File: src/rtl/sdram_stream_master.sv
// Avalon-MM streaming master for the SDRAM controller: record writes an input
// sample stream to consecutive words, playback issues pipelined reads into an output FIFO.
module sdram_stream_master #(
    parameter int ADDR_W          = 25,
    parameter int DATA_W          = 16,
    parameter int MAX_OUTSTANDING = 4,
    parameter int FIFO_DEPTH      = 8
) (
    input  logic              clk_clk,
    input  logic              reset_reset_n,
    input  logic              start,
    input  logic              mode,
    input  logic              abort,
    input  logic [ADDR_W-1:0] base_addr,
    input  logic [ADDR_W-1:0] length,
    output logic              busy,
    output logic              done,
    output logic              aborted,
    input  logic [DATA_W-1:0] in_data,
    input  logic              in_valid,
    output logic              in_ready,
    output logic [DATA_W-1:0] out_data,
    output logic              out_valid,
    input  logic              out_ready,
    output logic [ADDR_W-1:0] m_address,
    output logic [1:0]        m_byteenable_n,
    output logic              m_chipselect,
    output logic [DATA_W-1:0] m_writedata,
    output logic              m_read_n,
    output logic              m_write_n,
    input  logic [DATA_W-1:0] m_readdata,
    input  logic              m_readdatavalid,
    input  logic              m_waitrequest
);
    localparam int OW = $clog2(MAX_OUTSTANDING + 1);
    localparam int CW = $clog2(FIFO_DEPTH + 1);
    localparam int PW = (FIFO_DEPTH > 1) ? $clog2(FIFO_DEPTH) : 1;

    typedef enum logic [2:0] {S_IDLE, S_REC, S_PLAY, S_DRAIN, S_FIN} state_t;

    state_t            state_q, state_d;
    logic [ADDR_W-1:0] addr_q, addr_d, remaining_q, remaining_d;
    logic [DATA_W-1:0] wdata_q, wdata_d;
    logic              req_q, req_d, wr_q, wr_d, aborted_q, aborted_d;
    logic [OW-1:0]     outst_q, outst_d;
    logic [CW-1:0]     fifo_cnt_q, fifo_cnt_d;
    logic [PW-1:0]     wr_ptr_q, wr_ptr_d, rd_ptr_q, rd_ptr_d;
    logic [DATA_W-1:0] fifo_mem_q [FIFO_DEPTH];

    logic accept, req_free, sample_acc, rd_issue, push, pop, flush;

    // req_q is the single pending request; it is held on the bus until accepted.
    assign accept     = req_q && !m_waitrequest;
    assign req_free   = !req_q || accept;
    assign sample_acc = in_valid && in_ready;
    assign push       = m_readdatavalid && (state_q == S_PLAY || state_q == S_DRAIN);
    assign pop        = out_valid && out_ready;
    assign flush      = (state_q == S_DRAIN) && (outst_q == '0) && aborted_q;

    // The pending read counts as in flight, so outstanding+fifo never exceeds FIFO_DEPTH.
    always_comb begin
        int inflight;
        inflight = 32'(outst_q) + 32'(req_q);
        rd_issue = (state_q == S_PLAY) && req_free && (remaining_q != '0) && !abort &&
                   (inflight < MAX_OUTSTANDING) &&
                   (inflight + 32'(fifo_cnt_q) < FIFO_DEPTH);
    end

    always_ff @(posedge clk_clk or negedge reset_reset_n) begin
        if (!reset_reset_n) begin
            state_q     <= S_IDLE;
            addr_q      <= '0;
            remaining_q <= '0;
            wdata_q     <= '0;
            req_q       <= 1'b0;
            wr_q        <= 1'b0;
            aborted_q   <= 1'b0;
            outst_q     <= '0;
            fifo_cnt_q  <= '0;
            wr_ptr_q    <= '0;
            rd_ptr_q    <= '0;
        end else begin
            state_q     <= state_d;
            addr_q      <= addr_d;
            remaining_q <= remaining_d;
            wdata_q     <= wdata_d;
            req_q       <= req_d;
            wr_q        <= wr_d;
            aborted_q   <= aborted_d;
            outst_q     <= outst_d;
            fifo_cnt_q  <= fifo_cnt_d;
            wr_ptr_q    <= wr_ptr_d;
            rd_ptr_q    <= rd_ptr_d;
        end
    end

    // Storage needs no reset: the pointers and count define what is valid.
    always_ff @(posedge clk_clk) begin
        if (push) fifo_mem_q[wr_ptr_q] <= m_readdata;
    end

    always_comb begin
        state_d = state_q;
        case (state_q)
            S_IDLE:  if (start) begin
                         if (length == '0) state_d = S_FIN;
                         else              state_d = mode ? S_PLAY : S_REC;
                     end
            S_REC:   if (req_free && (remaining_q == '0 || abort)) state_d = S_FIN;
            S_PLAY:  if (req_free && (remaining_q == '0 || abort)) state_d = S_DRAIN;
            S_DRAIN: if (outst_q == '0 && (aborted_q || fifo_cnt_q == '0)) state_d = S_FIN;
            S_FIN:   state_d = S_IDLE;
            default: state_d = S_IDLE;
        endcase
    end

    always_comb begin
        addr_d      = addr_q;
        remaining_d = remaining_q;
        wdata_d     = wdata_q;
        req_d       = req_q;
        wr_d        = wr_q;
        aborted_d   = aborted_q;
        outst_d     = outst_q;
        fifo_cnt_d  = fifo_cnt_q;
        wr_ptr_d    = wr_ptr_q;
        rd_ptr_d    = rd_ptr_q;

        if (state_q == S_IDLE && start) begin
            addr_d      = base_addr;
            remaining_d = length;
            aborted_d   = 1'b0;
        end
        if (((state_q == S_REC || state_q == S_PLAY) && req_free && abort) ||
            (state_q == S_DRAIN && abort))
            aborted_d = 1'b1;

        if (accept) begin
            req_d  = 1'b0;
            addr_d = addr_q + ADDR_W'(1);
        end
        if (sample_acc) begin
            req_d       = 1'b1;
            wr_d        = 1'b1;
            wdata_d     = in_data;
            remaining_d = remaining_q - ADDR_W'(1);
        end else if (rd_issue) begin
            req_d       = 1'b1;
            wr_d        = 1'b0;
            remaining_d = remaining_q - ADDR_W'(1);
        end

        case ({accept && !wr_q, m_readdatavalid && outst_q != '0})
            2'b10:   outst_d = outst_q + OW'(1);
            2'b01:   outst_d = outst_q - OW'(1);
            default: outst_d = outst_q;
        endcase

        if (push) wr_ptr_d = wr_ptr_q + PW'(1);
        if (pop)  rd_ptr_d = rd_ptr_q + PW'(1);
        case ({push, pop})
            2'b10:   fifo_cnt_d = fifo_cnt_q + CW'(1);
            2'b01:   fifo_cnt_d = fifo_cnt_q - CW'(1);
            default: fifo_cnt_d = fifo_cnt_q;
        endcase
        if (flush) begin
            wr_ptr_d   = '0;
            rd_ptr_d   = '0;
            fifo_cnt_d = '0;
        end
    end

    always_comb begin
        busy           = (state_q != S_IDLE);
        done           = (state_q == S_FIN);
        aborted        = (state_q == S_FIN) && aborted_q;
        in_ready       = (state_q == S_REC) && (remaining_q != '0) && !abort && req_free;
        m_chipselect   = req_q;
        m_read_n       = !(req_q && !wr_q);
        m_write_n      = !(req_q && wr_q);
        m_byteenable_n = req_q ? 2'b00 : 2'b11;
        m_address      = addr_q;
        m_writedata    = wdata_q;
        out_valid      = (fifo_cnt_q != '0);
        out_data       = fifo_mem_q[rd_ptr_q];
    end
endmodule

File: config.mk
export PLATFORM = sky130hd
export DESIGN_NAME = sdram_stream_master
export DESIGN_NICKNAME = d
export VERILOG_FILES = /design/src/rtl/sdram_stream_master.sv
export SDC_FILE = /design/constraint.sdc
export NUM_CORES = 1
export LEC_CHECK = 0
export CORE_MARGIN = 2
export CORE_UTILIZATION = 50
export DETAILED_ROUTE_END_ITERATION = 10
export PLACE_DENSITY = 0.76
export SLEW_MARGIN = 20
export SYNTH_ARGS = -nofsm -noshare
export SYNTH_HDL_FRONTEND = slang
export SYNTH_SLANG_ARGS = --single-unit
File: constraint.sdc
create_clock -name clk_clk -period 7.15 [get_ports clk_clk]
set_input_delay 1.43 -clock clk_clk [delete_from_list [all_inputs] [get_ports clk_clk]]
set_output_delay 1.43 -clock clk_clk [all_outputs]
set_load 0.05 [all_outputs]
==> After elaboration in Yosys (flattened, before gate mapping) <==
Memories as Yosys holds them, arrays and structs flattened.
Cells that the tools add are included.
{ "op_classes": {"n_addsub": 10, "magnitude_cmp": 2, "eq_ne": 12, "n_mux": 29, "reduce_logical": 56} }
{ "ops": {"columns": ["op", "n"], "rows": [
  ["2-to-1 mux 25 bit", 5],
  ["zero test 25 bit", 2],
  ["2-to-1 mux 3 bit", 9],
  ["adder 25 x 1 -> 25 bit (second input constant)", 1],
  ["logical AND 1 bit", 25],
  ["nonzero test 25 bit", 1],
  ["subtractor 25 x 1 -> 25 bit (second input constant)", 1],
  ["nonzero test 3 bit", 5],
  ["one-hot mux 3 bit (4 select lines)", 1],
  ["nonzero test 2 bit", 6],
  ["adder 3 x 1 -> 3 bit (second input constant)", 3],
  ["2-to-1 mux 1 bit", 9],
  ["one-hot mux 4 bit (2 select lines)", 1],
  ["== test 3 x 2 -> 1 bit (second input constant)", 2],
  ["zero test 1 bit", 6],
  ["zero test 3 bit", 2],
  ["logical OR 1 bit", 6],
  ["one-hot mux 3 bit (2 select lines)", 1],
  ["adder 4 x 4 -> 5 bit", 1],
  ["< comparator 5 x 4 -> 1 bit (second input constant)", 1],
  ["adder 3 x 1 -> 4 bit", 1],
  ["adder 4 x 1 -> 4 bit (second input constant)", 1],
  ["== test 2 x 1 -> 1 bit (second input constant)", 2],
  ["== test 2 bit (second input constant)", 2],
  ["12 further kinds", 15]
]} }
{ "totals": {"reg_bits": 85, "mem_bits_rw": 128, "in_bits": 91, "out_inout_bits": 67, "wordCells": 121, "mem_count": 1} }
{ "mem_list": {"columns": ["memory", "depth", "word_bits", "read_ports", "rd_ports_with_merged_regs", "write_ports", "line_no", "source"], "rows": [
  ["fifo_mem_q", 8, 16, 1, 0, 1, "48", "logic [DATA_W-1:0] fifo_mem_q [FIFO_DEPTH];"]
]} }

==> Depth between registers and ports, before layout <==
Gate-level depths: netlist of run 1.
{ "logic_depth": {"depth_word": 10, "depth_mapped": 11, "ltp_nobuf": 10} }

==> Worst setup path before layout of run 1 <==
No wires, ideal clock.
{ "synth_timing": {"path_type": "input-to-output", "start": "input m_waitrequest", "end": "output in_ready", "arrival_time_ns": 3.241, "required_time_ns": 5.720, "setup_slack_ns": 2.479, "cell_stages": 3, "path_buffers": 0, "path_cell_list": "a21oi_1 -> o31ai_1 -> nor4_1"} }
{ "synth_between": {"elab_chain_cells": 4} }
{ "synth_rtl": {"columns": ["element", "line_no", "source"], "rows": [
  ["start, declared", "33", "input logic m_waitrequest"],
  ["zero test 1 bit", "53", "assign accept = req_q && !m_waitrequest;"],
  ["logical AND 1 bit", "53", null],
  ["logical OR 1 bit", "54", "assign req_free = !req_q || accept;"],
  ["logical AND 1 bit", "177", "in_ready = (state_q == S_REC) && (remaining_q != '0) && !abort && req_free;"],
  ["end, declared", "21", "output logic in_ready,"]
]} }
No other way between the ends.

==> Worst setup path in the final report of run 1 <==
Ends and elaborated chain as after synthesis.

==> results.txt, run 1 <==
RSZ-0062 raised after global routing = false
Gr ovfl total = 0
Synth area leader = edfxtp_1
Longest Clk Path Bufs = 3
Sequential area share after synthesis = 61.5%
Delay-heaviest family, CP = buffers and inverters
Hold Buf Count CTS = 0
Worst Skew = 0.0221 ns
Area share of the largest cell type after synthesis = 39.6%
Number of CTS-inserted buffers = 22
Largest fanout on the critical path = 7
CTS root buf = clkbuf_16
Remaining DRCs = 0
Fin nets = 980
Critical path capture point type = output port
Clock Latency Late Sink = 0.51 ns
H-tree depth = 1
Inst Count DP = 1113
Minimum clock period = 4.96 ns
WL/cell = 18.8 um
Ant. Diodes = 0
Area delta synth->final = 26.6%
# rows = 50
Critical Path Start Type = input pin
Slew Limit Headroom = 26.1%
Final WL = 21.6 mm
Power per cell area = 460 nW/um2
Fill cells = 1418
Ranking of synthesized cells by area = edfxtp_1 (40%), dfrtp_1 (22%), mux4_2 (7.4%)
Core box area = 18900 um2
Yosys warnings = 0
Final Hold Fails = 0
FF-to-FF setup slack = 3.52 ns
Kind of critical path = input pin to output port
Pin count of the biggest net entering global routing = 78
Die Area = 20500 um2
Total track usage = 21.2%
Drt first-iter violations = 410
Proportion of layout cells with a drive suffix above 1 = 15.0%
I/O Buffers = 157
Critical Path Most Common Cell = clkdlybuf4s50_1
Hold crit path type = flip-flop to flip-flop
RR Startpoint = m_chipselect
EDFF count, synth = 128
Die Y = 143 um
Synthesized area per cell = 13.4 um2
Setup tns final = 0 ns
Worst-Margin Slew = 1.10 ns
Pwr Total = 0.00565 W
CP max stage delay = 0.85 ns
Number of max-cap violations = 0
CTS tree = done
Drt pass-1 iters = 5
Worst EP required = 5.72 ns
Hold Crit Start = m_address[24]
Clock slew at reported path FFs = 0.05 ns
Sequential cell area = 5970 um2
Total stage count of the critical path = 5
First-pass GRT wire length = 34.1 mm
Worst Hold Depth = 1
Seq cells post-synth = 213
RePlAce Congestion = 0.848
Post-synth cell types = 62
Synth Flop Type = edfxtp_1
Vias/cell = 5.82
Initial antenna violation count = 1
DRT antenna net count = 0
Synth Cell Area = 9700 um2
Worst Reg-to-Reg Cells = 10
Crit Reg-Reg Endpoint = remaining_q[7]
Final std cells w/o fill = 1153
Post-CTS Setup Inserts = 0
Initial Utilization = 51.4%
Synth Instances = 725
Fin. max-slew vios = 0
Clock Sinks = 213
Peak supply drop = 299 uV
Post-layout util = 65.0%
Vias in the first global route = 6676
Worst-path cell with the longest stage delay = clkdlybuf4s50_1
LEAKAGE = 4.48 nW
Multi-input gate area = 3530 um2
Status = finished, final reports clean
Worst path arrival time = 3.53 ns
Worst Hold End = m_address[24]
Synthesized Nets = 828
Fmax = 202 MHz
CP bufs+invs = 2
FFs w/ async S/R, synth = 39.9%
Vias = 6709
# resized after CTS = 0
Crit share post-route = 69.3%
Final setup fails = 0
Crit path cell chain = clkdlybuf4s50_1 -> a21oi_1 -> o31ai_1 -> nor4_1 -> clkdlybuf4s50_1
DP HPWL = 14.2 mm
Die X = 143 um
I/O Pins = 158
[registers in the layout, indices dropped and copies added (netlist names)]
register and count:
fifo_mem_q 128, m_address 25, remaining_q 25, m_writedata 16, fifo_cnt_q 4, outst_q 3
rd_ptr_q 3, state_q 3, wr_ptr_q 3, aborted_q 1, m_chipselect 1, wr_q 1
[cell families (layout without fill, tap and decap cells)]
| family | Yosys count | after routing | synth area share, % |
|---|---|---|---|
| buffers and inverters | 57 | 225 | 2.75 |
| adders and majority gates | 12 | 12 | 1.62 |
| muxes | 68 | 68 | 11.6 |
| xor gates and xnor gates | 13 | 13 | 1.17 |
| DFF | 213 | 213 | 61.5 |
| and+or+nand+nor | 232 | 232 | 11.9 |
| AOI/OAI and AO/OA | 130 | 130 | 9.51 |
[layer usage]
layer,routed length [um],global-route usage (%),vias to the layer above
li1,-,-,3106
met1,8880,27.7,3312
met2,10800,36.5,248
met3,1510,4.73,41
met4,452,5.11,2
met5,13,0,-
[Yosys cell counts (7+ instances only)]
| cell type | number |
|---|---|
| o21a_1 | 7 |
| mux4_2 | 32 |
| nor2_1 | 59 |
| o211ai_1 | 7 |
| nand4_1 | 10 |
| xor2_1 | 9 |
| a21o_1 | 10 |
| inv_1 | 21 |
| nor4_1 | 18 |
| clkbuf_1 | 19 |
| a211oi_1 | 8 |
| nand3_1 | 24 |
| dfrtp_1 | 85 |
| edfxtp_1 | 128 |
| nor3_1 | 27 |
| nand2_1 | 54 |
| o21ai_0 | 19 |
| mux2_2 | 32 |
| and3_1 | 12 |
| o221a_2 | 7 |
| o22ai_1 | 8 |
| ha_1 | 11 |
| buf_1 | 8 |
| a31oi_1 | 7 |
| a221o_1 | 7 |
| a21oi_1 | 26 |
[through the flow]
step	worst slack [ns]	instance area (um2)	hold WS, ns
2_1_floorplan	2.48	9700	0.461
3_3_place_gp	2.25	11500	0.488
3_5_place_dp	2.20	11500	0.493
4_1_cts	2.20	12300	0.507
5_1_grt	2.08	12300	0.528
6_report	2.19	12300	0.506
[cells in the final DEF, fill, tap and decap left out, types with 8 or more instances in the layout]
cell,synthesis,routed
a211oi_1,8,8
nor4_1,18,17
nand3_1,24,24
dfrtp_1,85,84
mux2_2,32,32
nor3_1,27,24
a21oi_1,26,26
o21ai_0,19,19
a21o_1,10,10
xor2_1,9,9
ha_1,11,11
nand2_1,54,54
mux4_2,32,32
and3_1,12,12
o22ai_1,8,8
nand4_1,10,10
inv_1,21,21
nor2_1,59,59
edfxtp_1,128,128
clkdlybuf4s50_1,0,156
clkbuf_16,0,22
[worst max path at each step]
stage / end / start
floorplan: in_ready / m_waitrequest
global placement: in_ready / m_waitrequest
detailed placement: in_ready / m_waitrequest
CTS: in_ready / m_waitrequest
global route: in_ready / m_waitrequest
finish: in_ready / m_waitrequest
[report_power, final]
| group | internal, W | switching (W) | leakage [nW] | total [W] |
|---|---|---|---|---|
| clock network | 0.000690 | 0.000461 | 0.366 | 0.00115 |
| registers | 0.00160 | 0.000339 | 2.16 | 0.00194 |
| logic | 0.00103 | 0.00153 | 1.96 | 0.00255 |
[area by class of cell]
cell class                 instances  share of cell area (%)
sequential                       213                    48.6
multi-input combinational        455                    28.8
timing repair buffer             164                    13.2
clock buffer                      28                    5.07
tap                              260                    2.65
clock inverter                    12                    1.01
inverter                          21                   0.642
[worst reg2reg max path, cell delays in order, from the launching register on]
cell and delay (ns):
dfrtp_1 0.52, ha_1 0.30, ha_1 0.23, xor2_1 0.16, ha_1 0.19, nor4b_1 0.24
and4_1 0.31, a21oi_1 0.10, o21ai_1 0.89, o21ai_0 0.25, a221o_1 0.34
No activity file was read; power rests on OpenSTA's default activity.
==> run 2: changes to the inputs <==
CORE_UTILIZATION = 49   (was 50)
PLACE_DENSITY = 0.78   (was 0.76)
clock period = 3.98 ns   (was 7.15 ns; I/O delays follow)
==> run 2 against run 1 <==
Net effect: worst hold slack got worse by 0.11 ns; power rose by 83%; flip-flop and latch count is the same; routed wire length rose by 5.9%; combinational power rose by 84%; worst setup slack worse by 1.8 ns; critical path depth shrank 1; sequential share of layout area is 0.47 points lower; sequential power up 78%.
==> results.txt, run 2 (synthesis results as in run 1) <==
Status = finished, final reports clean (unchanged)
Initial Utilization = 49.8% (was 51.4%)
Number of max-cap violations = 0 (unchanged)
Gr ovfl total = 0 (unchanged)
Largest fanout on the critical path = 32 (was 7)
Post-CTS Setup Inserts = 0 (unchanged)
Crit share post-route = 89.2%
Switching Fraction = 41.1% (was 41.2%)
Area delta synth->final = 27.8% (was 26.6%)
Critical Path Start Type = flip-flop (was input pin)
CTS tree = done (unchanged)
Final std cells w/o fill = 1175 (was 1153)
Die X = 145 um (was 143 um)
Clock Latency Late Sink = 0.51 ns (about the same)
Final WL = 22.9 mm (was 21.6 mm)
Inst Count DP = 1133 (was 1113)
Reg with most FFs = fifo_mem_q (unchanged)
Vias = 6818 (was 6709)
Pin count of the biggest net entering global routing = 67 (was 78)
Clock Sinks = 213 (unchanged)
Largest register FFs = 128 (unchanged)
DRT antenna net count = 0 (unchanged)
CTS root buf = clkbuf_16 (unchanged)
Commonest cells after routing, fill and taps aside = clkdlybuf4s50_1 (155), edfxtp_1 (128), dfrtp_1 (84), nor2_1 (59), nand2_1 (54) (was clkdlybuf4s50_1 (156), edfxtp_1 (128), dfrtp_1 (84), nor2_1 (59), nand2_1 (54))
Worst-Margin Slew = 0.906 ns (was 1.10 ns)
WL/cell = 19.5 um (was 18.8 um)
Drt pass-1 iters = 5 (unchanged)
Clock slew at reported path FFs = 0.06 ns (was 0.05 ns)
Longest Clk Path Bufs = 3 (unchanged)
H-tree depth = 1 (unchanged)
Pre-CTS setup slack = 0.810 ns (was 2.20 ns)
Clk network pwr share = 21.0% (was 20.4%)
RePlAce Congestion = 0.844 (was 0.848)
Worst Reg-to-Reg Cells = 11 (was 10)
I/O Pins = 158 (unchanged)
Total stage count of the critical path = 4 (was 5)
Power per cell area = 833 nW/um2 (was 460 nW/um2)
I/O Buffers = 157 (unchanged)
Final setup fails = 0 (unchanged)
Post-layout util = 63.7% (was 65.0%)
Initial antenna violation count = 0 (was 1)
Die Area = 20900 um2 (was 20500 um2)
Slew Limit Headroom = 39.6% (was 26.1%)
Peak supply drop = 648 uV (was 299 uV)
Combinational power share = 45.5% (was 45.2%)
Worst Skew = 0.0177 ns (was 0.0221 ns)
Final Hold Fails = 0 (unchanged)
Hold crit path type = input pin to asynchronous set/reset pin (was flip-flop to flip-flop)
Worst path arrival time = 2.75 ns (was 3.53 ns)
DP HPWL = 15.1 mm (was 14.2 mm)
CP max stage delay = 0.71 ns (was 0.85 ns)
RR Startpoint = m_chipselect (unchanged)
Kind of critical path = flip-flop to output port (was input pin to output port)
Critical path capture point type = output port (unchanged)
Total track usage = 22.2% (was 21.2%)
Crit path cell chain = buf_12 -> mux4_2 -> mux2_2 -> clkdlybuf4s50_1 (was clkdlybuf4s50_1 -> a21oi_1 -> o31ai_1 -> nor4_1 -> clkdlybuf4s50_1)
Vias in the first global route = 6811 (was 6676)
Net Sw Power = 0.00424 W (was 0.00233 W)
Ant. Diodes = 0 (unchanged)
First-pass GRT wire length = 36.2 mm (was 34.1 mm)
Setup tns final = 0 ns (unchanged)
LEAKAGE = 4.56 nW (was 4.48 nW)
Die Y = 145 um (was 143 um)
RSZ-0062 raised after global routing = false (unchanged)
Fin nets = 996 (was 980)
Hold Buf Count CTS = 0 (unchanged)
Cell internal pwr = 0.00608 W (was 0.00332 W)
Placed cell area = 11600 um2 (was 11500 um2)
Delay-heaviest family, CP = buffers and inverters (unchanged)
Remaining DRCs = 0 (unchanged)
Worst-path cell with the longest stage delay = clkdlybuf4s50_1 (unchanged)
CP startpoint = rd_ptr_q[0] (was m_waitrequest)
Most common cell after layout, fill and taps aside = clkdlybuf4s50_1 (unchanged)
Minimum clock period = 3.55 ns
Core box area = 19500 um2 (was 18900 um2)
Sequential group share of total power = 33.5% (was 34.4%)
Fmax = 282 MHz
CP bufs+invs = 2 (unchanged)
Number of CTS-inserted buffers = 23 (was 22)
Setup WS post-layout = 0.430 ns (was 2.19 ns)
# rows = 51 (was 50)
Fin. max-slew vios = 0 (unchanged)
Final non-filler cell area = 12400 um2 (was 12300 um2)
Vias/cell = 5.80 (was 5.82)
Worst EP required = 3.18 ns (was 5.72 ns)
Proportion of layout cells with a drive suffix above 1 = 16.2% (was 15.0%)
# resized after CTS = 0 (unchanged)
Drt first-iter violations = 467 (was 410)
-- run 2: cell count changes in the layout (fill, tap and decap cells not counted), moves of 2 or more --
cell	before	now
clkinv_1	2	4
nor3b_4	2	0
clkinvlp_4	2	0
nor3_4	3	0
nor3_2	0	3
buf_4	7	23
clkbuf_1	1	4
clkbuf_8	5	3
clkinv_2	5	3
nor3b_2	0	2
-- run 2: layout make-up --
| class | instances | area [um2] |
|---|---|---|
| fill | 1433 | 7060 |
| clock inverter | 12 | 140 |
| inverter | 21 | 78.8 |
| timing repair buffer | 179 | 1740 |
| tap | 265 | 332 |
| sequential | 213 | 5970 |
| multi-input combinational | 455 | 3500 |
| clock buffer | 30 | 632 |
-- run 2: path summary, 6_finish.rpt --
| check | slack [ns] | to |
|---|---|---|
| setup reg to reg | 0.84 | remaining_q[19] |
| setup / recovery | 0.43 | out_data[7] |
| hold / removal | 0.39 | remaining_q[1] |
| hold reg to reg | 0.50 | m_writedata[10] |
| min in group clk_clk | 0.50 | m_writedata[10] |
| max in group asynchronous | 2.83 | m_writedata[10] |
-- run 2: power groups by stage --
stage | clock network (W) | registers, W | logic [W]
after global routing | 0.00228 | 0.00354 | 0.00505
after floorplan | 0 | 0.00398 | 0.00272
after global placement | 0 | 0.00346 | 0.00463
final | 0.00217 | 0.00346 | 0.00470
after CTS | 0.00220 | 0.00345 | 0.00472
after detailed placement | 0 | 0.00347 | 0.00470
-- run 2: layer usage --
layer | wire, um | up-vias | GRT usage, % | share of wire, %
met5 | 0 | - | 0 | 0
met4 | 645 | 0 | 6.49 | 2.8
met2 | 11200 | 328 | 36.5 | 49
met3 | 1930 | 49 | 5.40 | 8.4
li1 | - | 3132 | - | -
met1 | 9170 | 3309 | 29.7 | 40
-- run 2: stage by stage --
step	power, W	hold slack, ns
floorplan	0.00670	0.461
global placement	0.00809	0.486
detailed placement	0.00818	0.496
CTS	0.0104	0.432
global route	0.0109	0.464
finish	0.0103	0.393
